`config.mk`:
```
export PLATFORM = sky130hd
export DESIGN_NAME = strum_judge_ctrl
export DESIGN_NICKNAME = d
export VERILOG_FILES = /design/src/rtl/strum_judge_ctrl.sv
export SDC_FILE = /design/constraint.sdc
export NUM_CORES = 1
export LEC_CHECK = 0
export ABC_AREA = 1
export CORE_ASPECT_RATIO = 1.75
export CORE_MARGIN = 2
export CORE_UTILIZATION = 50
export CTS_CLUSTER_DIAMETER = 40
export DETAILED_ROUTE_END_ITERATION = 10
export PLACE_DENSITY = 0.74
export SYNTH_ARGS = -nofsm -noshare
export SYNTH_HDL_FRONTEND = slang
export SYNTH_SLANG_ARGS = --single-unit
```
`constraint.sdc`:
```
create_clock -name clock -period 12.3 [get_ports clock]
set_clock_uncertainty 0.15 [all_clocks]
set_input_delay 3.69 -clock clock [delete_from_list [all_inputs] [get_ports clock]]
set_output_delay 3.69 -clock clock [all_outputs]
set_load 0.05 [all_outputs]
```
`src/rtl/strum_judge_ctrl.sv`:
```
// strum_judge_ctrl
//   Sequencing controller for the note-hit scoring datapath. Conditions the
//   raw strum bar input, judges each strum against the fret buttons and the
//   lane intersections, keeps score / streak / multiplier and hands every new
//   score to the processor (written into r28) over a req/ack handshake.
//
//   Build option: define STRUM_DEBOUNCE_EN to add the strum debouncer
//   (DEBOUNCE_CYCLES of stable level before a change is accepted). Without
//   it the synchronized level is used directly.
//
// Ports
//   clock, reset_n       system clock, synchronous active-low reset
//   strum_raw            asynchronous strum bar level
//   buttons[3:0]         fret button levels, lanes 0..3
//   intersections[3:0]   lane has a note inside the hit window
//   note_expired         1-cycle pulse, a note left the window unjudged
//   score_wr_ack         processor accepted score_wr_data
//   score_wr_req         score update pending
//   score_wr_data[31:0]  score value for r28
//   streak               consecutive-hit count
//   multiplier[2:0]      current multiplier, 1..MAX_MULT
//   hit_pulse            1-cycle pulse on a judged hit
//   miss_pulse           1-cycle pulse on a judged miss or expiry
module strum_judge_ctrl #(
    parameter int DEBOUNCE_CYCLES = 1000,
    parameter int POINTS_PER_NOTE = 10,
    parameter int STREAK_PER_MULT = 10,
    parameter int MAX_MULT        = 4,
    parameter int STREAK_W        = 16
) (
    input  logic                clock,
    input  logic                reset_n,
    input  logic                strum_raw,
    input  logic [3:0]          buttons,
    input  logic [3:0]          intersections,
    input  logic                note_expired,
    input  logic                score_wr_ack,
    output logic                score_wr_req,
    output logic [31:0]         score_wr_data,
    output logic [STREAK_W-1:0] streak,
    output logic [2:0]          multiplier,
    output logic                hit_pulse,
    output logic                miss_pulse
);
    typedef enum logic [1:0] {IDLE, JUDGE, WAIT_ACK} state_t;

    state_t              state, state_nxt;
    logic                sync1, sync2, deb, deb_q, strum_evt;
    logic                pending, pending_nxt;
    logic [3:0]          cap_btn, cap_btn_nxt, cap_int, cap_int_nxt;
    logic [STREAK_W-1:0] streak_nxt;
    logic [2:0]          mult_nxt;
    logic [31:0]         data_nxt;
    logic                req_nxt, hit_nxt, miss_nxt, hit;
    logic [32:0]         sum;

    // ---------------- strum conditioning ----------------
    always_ff @(posedge clock) begin
        if (!reset_n) begin
            sync1 <= 1'b0;
            sync2 <= 1'b0;
            deb_q <= 1'b0;
        end else begin
            sync1 <= strum_raw;
            sync2 <= sync1;
            deb_q <= deb;
        end
    end

`ifdef STRUM_DEBOUNCE_EN
    localparam int CNT_W = $clog2(DEBOUNCE_CYCLES + 1);
    logic [CNT_W-1:0] deb_cnt;

    // Counter only runs while the synchronized level disagrees with the
    // accepted level; any return to agreement restarts the qualification.
    always_ff @(posedge clock) begin
        if (!reset_n) begin
            deb     <= 1'b0;
            deb_cnt <= '0;
        end else if (sync2 == deb) begin
            deb_cnt <= '0;
        end else if (deb_cnt == CNT_W'(DEBOUNCE_CYCLES - 1)) begin
            deb     <= sync2;
            deb_cnt <= '0;
        end else begin
            deb_cnt <= deb_cnt + 1'b1;
        end
    end
`else
    assign deb = sync2;
`endif

    assign strum_evt = deb & ~deb_q;

    // ---------------- judge datapath ----------------
    function automatic logic [2:0] mult_of(input logic [STREAK_W-1:0] s);
        logic [STREAK_W-1:0] steps;
        steps = s / STREAK_W'(STREAK_PER_MULT);
        if (steps >= STREAK_W'(MAX_MULT - 1)) return 3'(MAX_MULT);
        return 3'(steps + 1'b1);
    endfunction

    assign hit = (cap_int != 4'd0) && (cap_btn == cap_int);
    // Uses the multiplier in force before this hit is counted.
    assign sum = {1'b0, score_wr_data} + 33'(POINTS_PER_NOTE) * {30'd0, multiplier};

    // ---------------- FSM: next state / outputs ----------------
    always_comb begin
        state_nxt   = state;
        pending_nxt = pending;
        cap_btn_nxt = cap_btn;
        cap_int_nxt = cap_int;
        streak_nxt  = streak;
        mult_nxt    = multiplier;
        data_nxt    = score_wr_data;
        req_nxt     = score_wr_req;
        hit_nxt     = 1'b0;
        miss_nxt    = 1'b0;

        // One strum can be parked; anything arriving on top of it is lost.
        if (strum_evt && !pending) begin
            cap_btn_nxt = buttons;
            cap_int_nxt = intersections;
        end

        case (state)
            IDLE: begin
                if (strum_evt || pending) begin
                    state_nxt   = JUDGE;
                    pending_nxt = 1'b0;
                end
                // A strum in the same cycle takes priority over the expiry.
                if (note_expired && !strum_evt) begin
                    streak_nxt = '0;
                    mult_nxt   = 3'd1;
                    miss_nxt   = 1'b1;
                end
            end
            JUDGE: begin
                if (hit) begin
                    if (streak != '1) streak_nxt = streak + 1'b1;
                    data_nxt = sum[32] ? 32'hFFFF_FFFF : sum[31:0];
                    hit_nxt  = 1'b1;
                end else begin
                    streak_nxt = '0;
                    miss_nxt   = 1'b1;
                end
                mult_nxt  = mult_of(streak_nxt);
                req_nxt   = 1'b1;
                state_nxt = WAIT_ACK;
                if (strum_evt && !pending) pending_nxt = 1'b1;
            end
            WAIT_ACK: begin
                if (score_wr_ack) begin
                    req_nxt   = 1'b0;
                    state_nxt = IDLE;
                end
                // Expiry resets the streak but the in-flight score stays put.
                if (note_expired) begin
                    streak_nxt = '0;
                    mult_nxt   = 3'd1;
                    miss_nxt   = 1'b1;
                end
                if (strum_evt && !pending) pending_nxt = 1'b1;
            end
            default: state_nxt = IDLE;
        endcase
    end

    // ---------------- FSM: state register ----------------
    always_ff @(posedge clock) begin
        if (!reset_n) begin
            state         <= IDLE;
            pending       <= 1'b0;
            cap_btn       <= 4'd0;
            cap_int       <= 4'd0;
            streak        <= '0;
            multiplier    <= 3'd1;
            score_wr_data <= 32'd0;
            score_wr_req  <= 1'b0;
            hit_pulse     <= 1'b0;
            miss_pulse    <= 1'b0;
        end else begin
            state         <= state_nxt;
            pending       <= pending_nxt;
            cap_btn       <= cap_btn_nxt;
            cap_int       <= cap_int_nxt;
            streak        <= streak_nxt;
            multiplier    <= mult_nxt;
            score_wr_data <= data_nxt;
            score_wr_req  <= req_nxt;
            hit_pulse     <= hit_nxt;
            miss_pulse    <= miss_nxt;
        end
    end
endmodule

```
-- Yosys cells after proc, flatten, opt, wreduce, memory -nomap -nowiden
Index checks and enable logic that the tools add are counted.
- register bits after elaboration: 68
- reduce and logical (&&, ||, !) cells: 18
- $lt $le $gt $ge: 1
- divide/modulo/power cells: 1
- multiply operators: 1
- $add $sub $neg: 3
- mux-type cells: 27
- eq/ne operators: 9
- bitwise gates (word level): 2
- operators with widths (kind ; number):
    16-bit 2-to-1 mux ; 5
    16-bit case mux with 3 select lines ; 1
    32-bit by 7-bit adder with 33-bit output ; 1
    32-bit 2-to-1 mux ; 1
    16-bit by 1-bit adder with 16-bit output (second input constant) ; 1
    16-bit by 4-bit divider with 16-bit output (second input constant) ; 1
    16-bit by 2-bit >= comparator with 1-bit output (second input constant) ; 1
    16-bit != test (second input constant) ; 1
    3-bit 2-to-1 mux ; 4
    1-bit 2-to-1 mux ; 9
    3-bit case mux with 3 select lines ; 1
    2-bit != test (second input constant) ; 4
    2-bit AND reduction ; 4
    3-bit by 3-bit multiplier with 6-bit output (first input constant) ; 1
    2-bit case mux with 3 select lines ; 1
    3-bit AND reduction ; 2
    4-bit == test ; 1
    2-bit 2-to-1 mux ; 2
    1-bit case mux with 2 select lines ; 2
    2-bit nonzero test ; 2
    4-bit nonzero test ; 1
    3-bit by 1-bit adder with 3-bit output (second input constant) ; 1
    1-bit logical AND ; 3
    1-bit case mux with 3 select lines ; 1
    other kinds (10) ; 11

-- Longest topological paths before layout
Gate-level depths: netlist (run 1).
- word-level depth: 10
- mapped depth: 69

-- Worst setup path after synthesis (run 1)
No wires, ideal clock.
- path kind: register to register
- start point: register streak[0]
- end point: register multiplier[2]
- period minus slack after synthesis: 6104 ps
- data required time: 12018 ps
- buffers on the path: 0
- cell stages (with the launch flop): 56
- slack: 6196 ps
- arrival time: 5822 ps
- cells stage by stage: dfxtp_1 > ha_1 > nand3_2 > nor3_4 > nand2_4 > nand3_2 > nand2_2 > a21oi_2 > nand2_2 > nand2_2 > nand2_1 > nand3_2 > nand2_4 > nand2_2 > nand2_2 > nand2_2 > inv_2 > nand2_2 > [20 not listed] > nand2_2 > inv_2 > nand2_2 > nand3_1 > nand2_2 > nand2_2 > nand2_4 > nand2_4 > nand2_1 > nand2_1 > inv_1 > nand2_2 > nand2_1 > ha_1 > nor4_4 > inv_1 > nand2_1 > a21oi_1
- cells in the longest elaborated chain, start to end: 10
- RTL lines (element ; line ; RTL):
    start: declaration ; 40 ; output logic [STREAK_W-1:0] streak,
    start signal: assignment ; 188 ; streak <= streak_nxt;
    16-bit by 1-bit adder with 16-bit output or 16-bit != test (tied branches) ; 141 ; if (streak != '1) streak_nxt = streak + 1'b1;
    16-bit 2-to-1 mux * ; 141 ;
    16-bit 2-to-1 mux * ; 140 ; if (hit) begin
    16-bit 2-to-1 mux * ; 126 ; case (state)
    16-bit by 4-bit divider with 16-bit output * ; 98 ; steps = s / STREAK_W'(STREAK_PER_MULT);
    16-bit by 2-bit >= comparator with 1-bit output ; 99 ; if (steps >= STREAK_W'(MAX_MULT - 1)) return 3'(MAX_MULT);
    1-bit 2-to-1 mux ; 99 ;
    1-bit 2-to-1 mux ; 126 ;
    3-bit 2-to-1 mux * ; 100 ; return 3'(steps + 1'b1);
    3-bit case mux with 3 select lines * ; 126 ;
    end signal: assignment ; 189 ; multiplier <= mult_nxt;
    end: declaration ; 41 ; output logic [2:0] multiplier,
Mark *: on every way between the ends. The rest lies on a longest branch, timed or not. The select of a mux whose other input is x is not followed.
A chain may end at the register's enable or synchronous reset.

-- Worst setup path in the final report (run 1)
- start point: register streak[1]
- end point: register multiplier[1]
The elaborated chain is that of the path after synthesis.

==> reports/metrics.csv, run 1 <==
metric,value,unit
Final Util,0.628,
Hold Path Sink,deb$_SDFF_PN0_,
layout cell share with drive strength beyond 1,0.146,
RSZ-0062 raised after global routing,false,
"Clk pin slew, worst setup/hold paths",0.06,ns
Final Critical Period,6.65,ns
Max Slew Vio Count,0,
final setup margin,5.65,ns
YS warnings,0,
CP max stage cell,dfxtp_1,
CP peak stage delay,0.43,ns
number of enable flip-flop cells after synthesis,0,
Power Dens Cells,109,nW/µm²
# port buffers,66,
status,finished clean,
dominant synthesized flop cell,dfxtp_1,
critical path type,flop to flop,
Synth area leader,dfxtp_1,
most numerous cell in the Yosys netlist,nand2_1,
"CP delay by family, top",simple AND/OR/NAND/NOR gates,
Netlist cell types,44,
Max Clk Rate,0.150,GHz
worst reg2reg endpoint,multiplier[1]$_SDFFE_PN0P_,
Mapped Area,4900,µm²
Synth top area share,0.278,
leakage power,2.55,nW
Hold Crit Class,flop to flop,
GRT overflow,0,
first drt pass iteration count,4,
DR iter-0 viols,255,
wire per inst,13.4,µm
initial core utilization,0.514,
Worst Path Buf+Inv,8,
clock sink total,68,
Fin. Hold Viols,0,
arrival time at the worst endpoint,6.74,ns
FF-to-FF setup slack,5.65,ns
Synth Net Count,785,
final weighted congestion in routability-driven placement,0.911,
ant diodes,0,
number of global-route vias before repair,4983,
Detailed Route WL,12.7,mm
# nets final,848,
largest net degree at the start of global routing,28,
Detail Placement HPWL,9.93,mm
number of routed nets with antenna violations,0,
worst hold start,sync1$_SDFF_PN0_,
Critical Path RT,12.39,ns
Worst-Skew Late Latency,0.34,ns
Slew @ Worst Pin,1.22,ns
floorplan row count,47,
Fin Hold WS,0.275,ns
vias,5038,
DRC violations left,0,
Post-Syn Instances,756,
initial antenna violation count,0,
"top cells by count, synth","191 x nand2_1, 93 x inv_1, 68 x dfxtp_1, 59 x nand3_1, 54 x a21oi_1",
Num CTS Buffers,9,
first-pass GRT wire length,21.3,mm
"Seq/Total Area, Yosys",0.278,
die span in y,135,µm
Final TNS setup,0,ns
Synth async-reset ratio,0,
Worst slew margin,0.186,
total track usage,0.247,
CTS root buf,clkbuf_16,
synth top area cells,"dfxtp_1 28%, nand2_1 15%, inv_1 7.1%",
Setup crit end kind,flop,
die span in x,78.8,µm
post-CTS setup buffer count,0,
CTS tree,built,
area grow syn2layout,22.1,%
via/cell ratio,5.33,
Tcrit/Tclk final,0.541,
Max-Cap Viols,0,
DP Worst Slack,5.67,ns
"FF+latch count, synth",68,
"most used cell, CP",nand2_2,
worst-case clock buffer depth,2,
core area,9530,µm²
Post-CTS Hold Buffers,0,
CTS H-tree depth,3,
Final Setup Violations,0,
I/O pins,67,
overall die area,10600,µm²
CTS resizes,0,
Mean Syn Cell Area,6.48,µm²
power after layout,0.652,mW
hold depth,2,
worst r2r path cells,56,
R2R Path Start,streak[1]$_SDFFE_PN0P_,
Crit Path Max Fanout,7,
Startpoint Class,flop,
VDD IR max,0.0870,mV
[worst min-delay path: stages, from the launching register on]
cell and delay [ns]:
dfxtp_1 0.31, nand2_1 0.05, inv_1 0.04
[report_power, final]
part / leakage (nW) / internal [mW] / switching, mW / total (mW)
registers: 0.550 / 0.232 / 0.00965 / 0.241
logic: 1.84 / 0.0401 / 0.0916 / 0.132
clock network: 0.156 / 0.179 / 0.100 / 0.279
total: 2.55 / 0.451 / 0.202 / 0.652
[sequential cells by signal (all words and copies together) (netlist names)]
signal,count
state,2
cap_btn,4
cap_int,4
streak,16
pending,1
miss_pulse,1
hit_pulse,1
sync1,1
deb_q,1
deb,1
score_wr_req,1
multiplier,3
score_wr_data,32
[through the flow]
stage,instances,cell area [µm²]
2_1_floorplan,756,4900
3_3_place_gp,930,5660
3_5_place_dp,930,5660
4_1_cts,946,5980
5_1_grt,946,5980
6_report,946,5980
[cell families (layout without fill, tap and decap cells)]
group                    count (synthesis)  in the layout  share of synthesized area
buffers and inverters                  130            198                      0.101
adder cells (fa/ha/maj)                 16             16                     0.0424
AO/OA/AOI/OAI                          111            111                      0.129
XOR/XNOR                                15             15                     0.0268
AND/OR/NAND/NOR                        416            416                      0.422
flip-flops                              68             68                      0.278
[worst max-delay path by stage]
stage / from / endpoint / slack [ns] / depth (start not counted)
final: streak[1]$_SDFFE_PN0P_ / multiplier[1]$_SDFFE_PN0P_ / 5.65 / 56
after global routing: streak[1]$_SDFFE_PN0P_ / multiplier[1]$_SDFFE_PN0P_ / 4.94 / 58
after CTS: streak[1]$_SDFFE_PN0P_ / multiplier[1]$_SDFFE_PN0P_ / 5.68 / 56
after detailed placement: note_expired / streak[0]$_SDFFE_PN0P_ / 5.67 / 9
after global placement: note_expired / streak[0]$_SDFFE_PN0P_ / 5.80 / 9
after floorplan: streak[0]$_SDFFE_PN0P_ / multiplier[2]$_SDFFE_PN0P_ / 6.20 / 55
[cell type report]
class | instances | area (µm²)
flip-flops and latches | 68 | 1360
inverters | 115 | 437
well taps | 122 | 153
fillers | 921 | 3540
repair buffers | 67 | 668
clock buffers | 9 | 225
multi-input cells | 558 | 3040
clock inverters | 7 | 98.8
[layout by cell type (no fill, tap or decap), types with 2 or more instances in the layout]
cell	Yosys	layout
nand2_1	191	191
inv_1	93	93
dfxtp_1	68	68
clkdlybuf4s50_1	0	66
nand3_1	59	59
a21oi_1	54	54
nor2_1	51	51
nand2_2	38	38
o21ai_0	23	23
inv_2	19	19
nand4_1	18	18
ha_1	15	15
nand3_2	14	14
a31oi_1	14	14
nor3_1	13	13
xor2_1	9	9
clkbuf_16	0	9
nand2_4	8	8
xnor2_1	6	6
nor2_2	5	5
nor4_1	5	5
o21ai_1	4	4
o211ai_1	4	4
nor2_4	3	3
o21ai_2	3	3
or2_2	3	3
a21oi_2	2	2
nand3_4	2	2
inv_4	2	2
or4_1	2	2
bufinv_16	0	2
inv_6	0	2
[layer usage]
layer	track usage	share of wire	up-vias
li1	-	-	2594
met5	0	0	-
met4	0.0967	0.023	0
met2	0.488	0.56	94
met3	0.0521	0.036	22
met1	0.244	0.38	2328
Power figures use the tool's default switching activity.
==> inputs of run 2 (changes only) <==
--- a/config.mk
+++ b/config.mk
@@ -11,7 +11,7 @@
 export CORE_UTILIZATION = 50
 export CTS_CLUSTER_DIAMETER = 40
 export DETAILED_ROUTE_END_ITERATION = 10
-export PLACE_DENSITY = 0.74
+export PLACE_DENSITY = 0.77
 export SYNTH_ARGS = -nofsm -noshare
 export SYNTH_HDL_FRONTEND = slang
 export SYNTH_SLANG_ARGS = --single-unit
==> constraint.sdc (replaced) <==
create_clock -name clock -period 6.1 [get_ports clock]
set_clock_uncertainty 0.15 [all_clocks]
set_input_delay 1.83 -clock clock [delete_from_list [all_inputs] [get_ports clock]]
set_output_delay 1.83 -clock clock [all_outputs]
set_load 0.05 [all_outputs]
==> reports/metrics.csv, run 2 (synthesis gave the netlist of run 1 again) <==
metric,value,unit,change
Final Critical Period,6.54,ns,-0.111 ns
Hold Crit Class,flop to flop,,
core area,9530,µm²,unchanged
"most used cell, CP",nand2_4,,
I/O pins,67,,unchanged
post-route insts no fill,985,,+4.1%
Final Setup Violations,3,,+3
Num CTS Buffers,9,,unchanged
Tcrit/Tclk final,1.07,,+0.532
vias,5612,,+11%
clock network fraction of design power,0.416,,-0.012
Max-Cap Viols,0,,unchanged
worst-case clock buffer depth,2,,unchanged
first drt pass iteration count,9,,+5
combinational share of power,0.213,,+0.011
Slew @ Worst Pin,0.908,ns,-0.307 ns
# nets final,887,,+4.6%
Largest register FFs,32,,unchanged
Post-Place Cells,939,,+0.97%
die span in x,78.8,µm,unchanged
VDD IR max,0.199,mV,+130%
DR iter-0 viols,316,,+24%
Critical Path RT,6.21,ns,-6.18 ns
Fin. Hold Viols,0,,unchanged
Max Slew Vio Count,0,,unchanged
Max Clk Rate,0.153,GHz,+1.7%
largest net degree at the start of global routing,39,,+39%
GRT overflow,0,,unchanged
Multi-input gate area,3490,µm²,+15%
layout cell share with drive strength beyond 1,0.253,,+0.107
CP peak stage delay,0.36,ns,-0.07 ns
leakage power,2.92,nW,+14%
via/cell ratio,5.70,,+7.0%
initial antenna violation count,0,,unchanged
most frequent cells in the layout,"165 x nand2_1, 89 x inv_1, 66 x clkdlybuf4s50_1, 57 x dfxtp_1, 54 x a21oi_1",,
Crit Path Max Fanout,5,,-2
switching power of the nets,0.416,mW,+110%
Flop pwr share,0.371,,about the same
first-pass GRT wire length,23.2,mm,+8.8%
Power Dens Cells,194,nW/µm²,+78%
die span in y,135,µm,unchanged
Setup crit end kind,flop,,
switching share of total power,0.318,,+0.00933
arrival time at the worst endpoint,6.66,ns,-0.08 ns
Startpoint Class,flop,,
initial core utilization,0.514,,unchanged
final setup margin,-0.444,ns,-6.09 ns
"Clk pin slew, worst setup/hold paths",0.06,ns,about the same
floorplan row count,47,,unchanged
overall die area,10600,µm²,unchanged
DRC violations left,1,,+1
CTS tree,built,,
"commonest non-fill, non-tap cell in the layout",nand2_1,,
Final TNS setup,-1.30,ns,-1.30 ns
clock sink total,68,,unchanged
number of routed nets with antenna violations,0,,unchanged
RSZ-0062 raised after global routing,true,,
status,"complete, but fails checks",,
Pint,0.890,mW,+98%
wire per inst,15.5,µm,+16%
total track usage,0.267,,+0.0195
# port buffers,66,,unchanged
Worst slew margin,0.393,,+0.206
number of global-route vias before repair,5423,,+8.8%
CP max stage cell,dfxtp_4,,
ant diodes,0,,unchanged
Largest regs,"score_wr_data (32), streak (16)",,
critical path type,flop to flop,,
violated checks,"design-rule violations, negative setup slack",,
area grow syn2layout,37.7,%,
final weighted congestion in routability-driven placement,0.947,,+3.9%
sequential cell area,1380,µm²,+1.6%
CTS root buf,clkbuf_16,,
CTS H-tree depth,3,,unchanged
Fin Hold WS,0.271,ns,-0.00381 ns
Detailed Route WL,15.3,mm,+21%
Worst-Skew Late Latency,0.34,ns,about the same
"Most flops, register",score_wr_data,,
fillers,785,,-15%
Detail Placement HPWL,10.0,mm,+0.74%
==> run 2: through the flow <==
stage / worst slack, ns / util / total power [mW] / instance area [µm²]
final: -0.444 / 0.708 / 1.31 / 6750
after global routing: -0.960 / 0.708 / 1.36 / 6750
after CTS: -0.00324 / 0.667 / 1.31 / 6350
after detailed placement: -0.354 / 0.601 / 0.768 / 5730
after global placement: 0.0553 / 0.601 / 0.763 / 5730
after floorplan: 0.00637 / - / 0.686 / 4900
==> run 2: critical path: cells and delay by family, from the launching register on <==
kind,cells,cell delay (ns)
AND/OR/NAND/NOR,39,3.80
AO/OA/AOI/OAI,7,1.01
buffers and inverters,8,0.60
flip-flops,1,0.36
adder cells (fa/ha/maj),2,0.31
XOR/XNOR,1,0.19
==> run 2: worst paths after layout <==
kind / cells past startpoint / slack [ns] / endpoint / start
max: 57 / -0.44 / multiplier[1]$_SDFFE_PN0P_ / streak[0]$_SDFFE_PN0P_
min: 2 / 0.27 / deb$_SDFF_PN0_ / sync1$_SDFF_PN0_
max reg2reg: 57 / -0.44 / multiplier[1]$_SDFFE_PN0P_ / streak[0]$_SDFFE_PN0P_
min reg2reg: 2 / 0.27 / deb$_SDFF_PN0_ / sync1$_SDFF_PN0_
==> run 2: power groups by stage <==
stage                     Combinational (mW)  Clock, mW  Sequential (mW)
after global placement                 0.268          0            0.494
after floorplan                        0.155          0            0.531
after CTS                              0.275      0.548            0.485
final                                  0.278      0.543            0.485
after global routing                   0.304      0.569            0.487
after detailed placement               0.272          0            0.496
==> run 2: metal layers <==
| metal | global-route usage | wire length (µm) | vias up |
|---|---|---|---|
| met1 | 0.264 | 5370 | 2635 |
| li1 | - | - | 2674 |
| met4 | 0.144 | 702 | 0 |
| met3 | 0.0394 | 720 | 69 |
| met5 | 0 | 0 | - |
| met2 | 0.518 | 8500 | 234 |
==> run 2: what timing repair did <==
| action | 4_1_cts | 5_1_grt |
|---|---|---|
| setup buffers | 13 | 17 |
| pin swaps | 22 | 45 |
| endpoints found under the setup margin | 3 | 3 |
| gates resized for setup | 51 | 62 |
| hold buffers | 0 | 0 |
==> run 2: cell type report <==
class	instances	share of cell area
clock buffer	11	0.0375
clock inverter	5	0.00890
inverter	115	0.0655
multi-input combinational	558	0.518
sequential	68	0.205
tap	122	0.0226
timing repair buffer	106	0.143
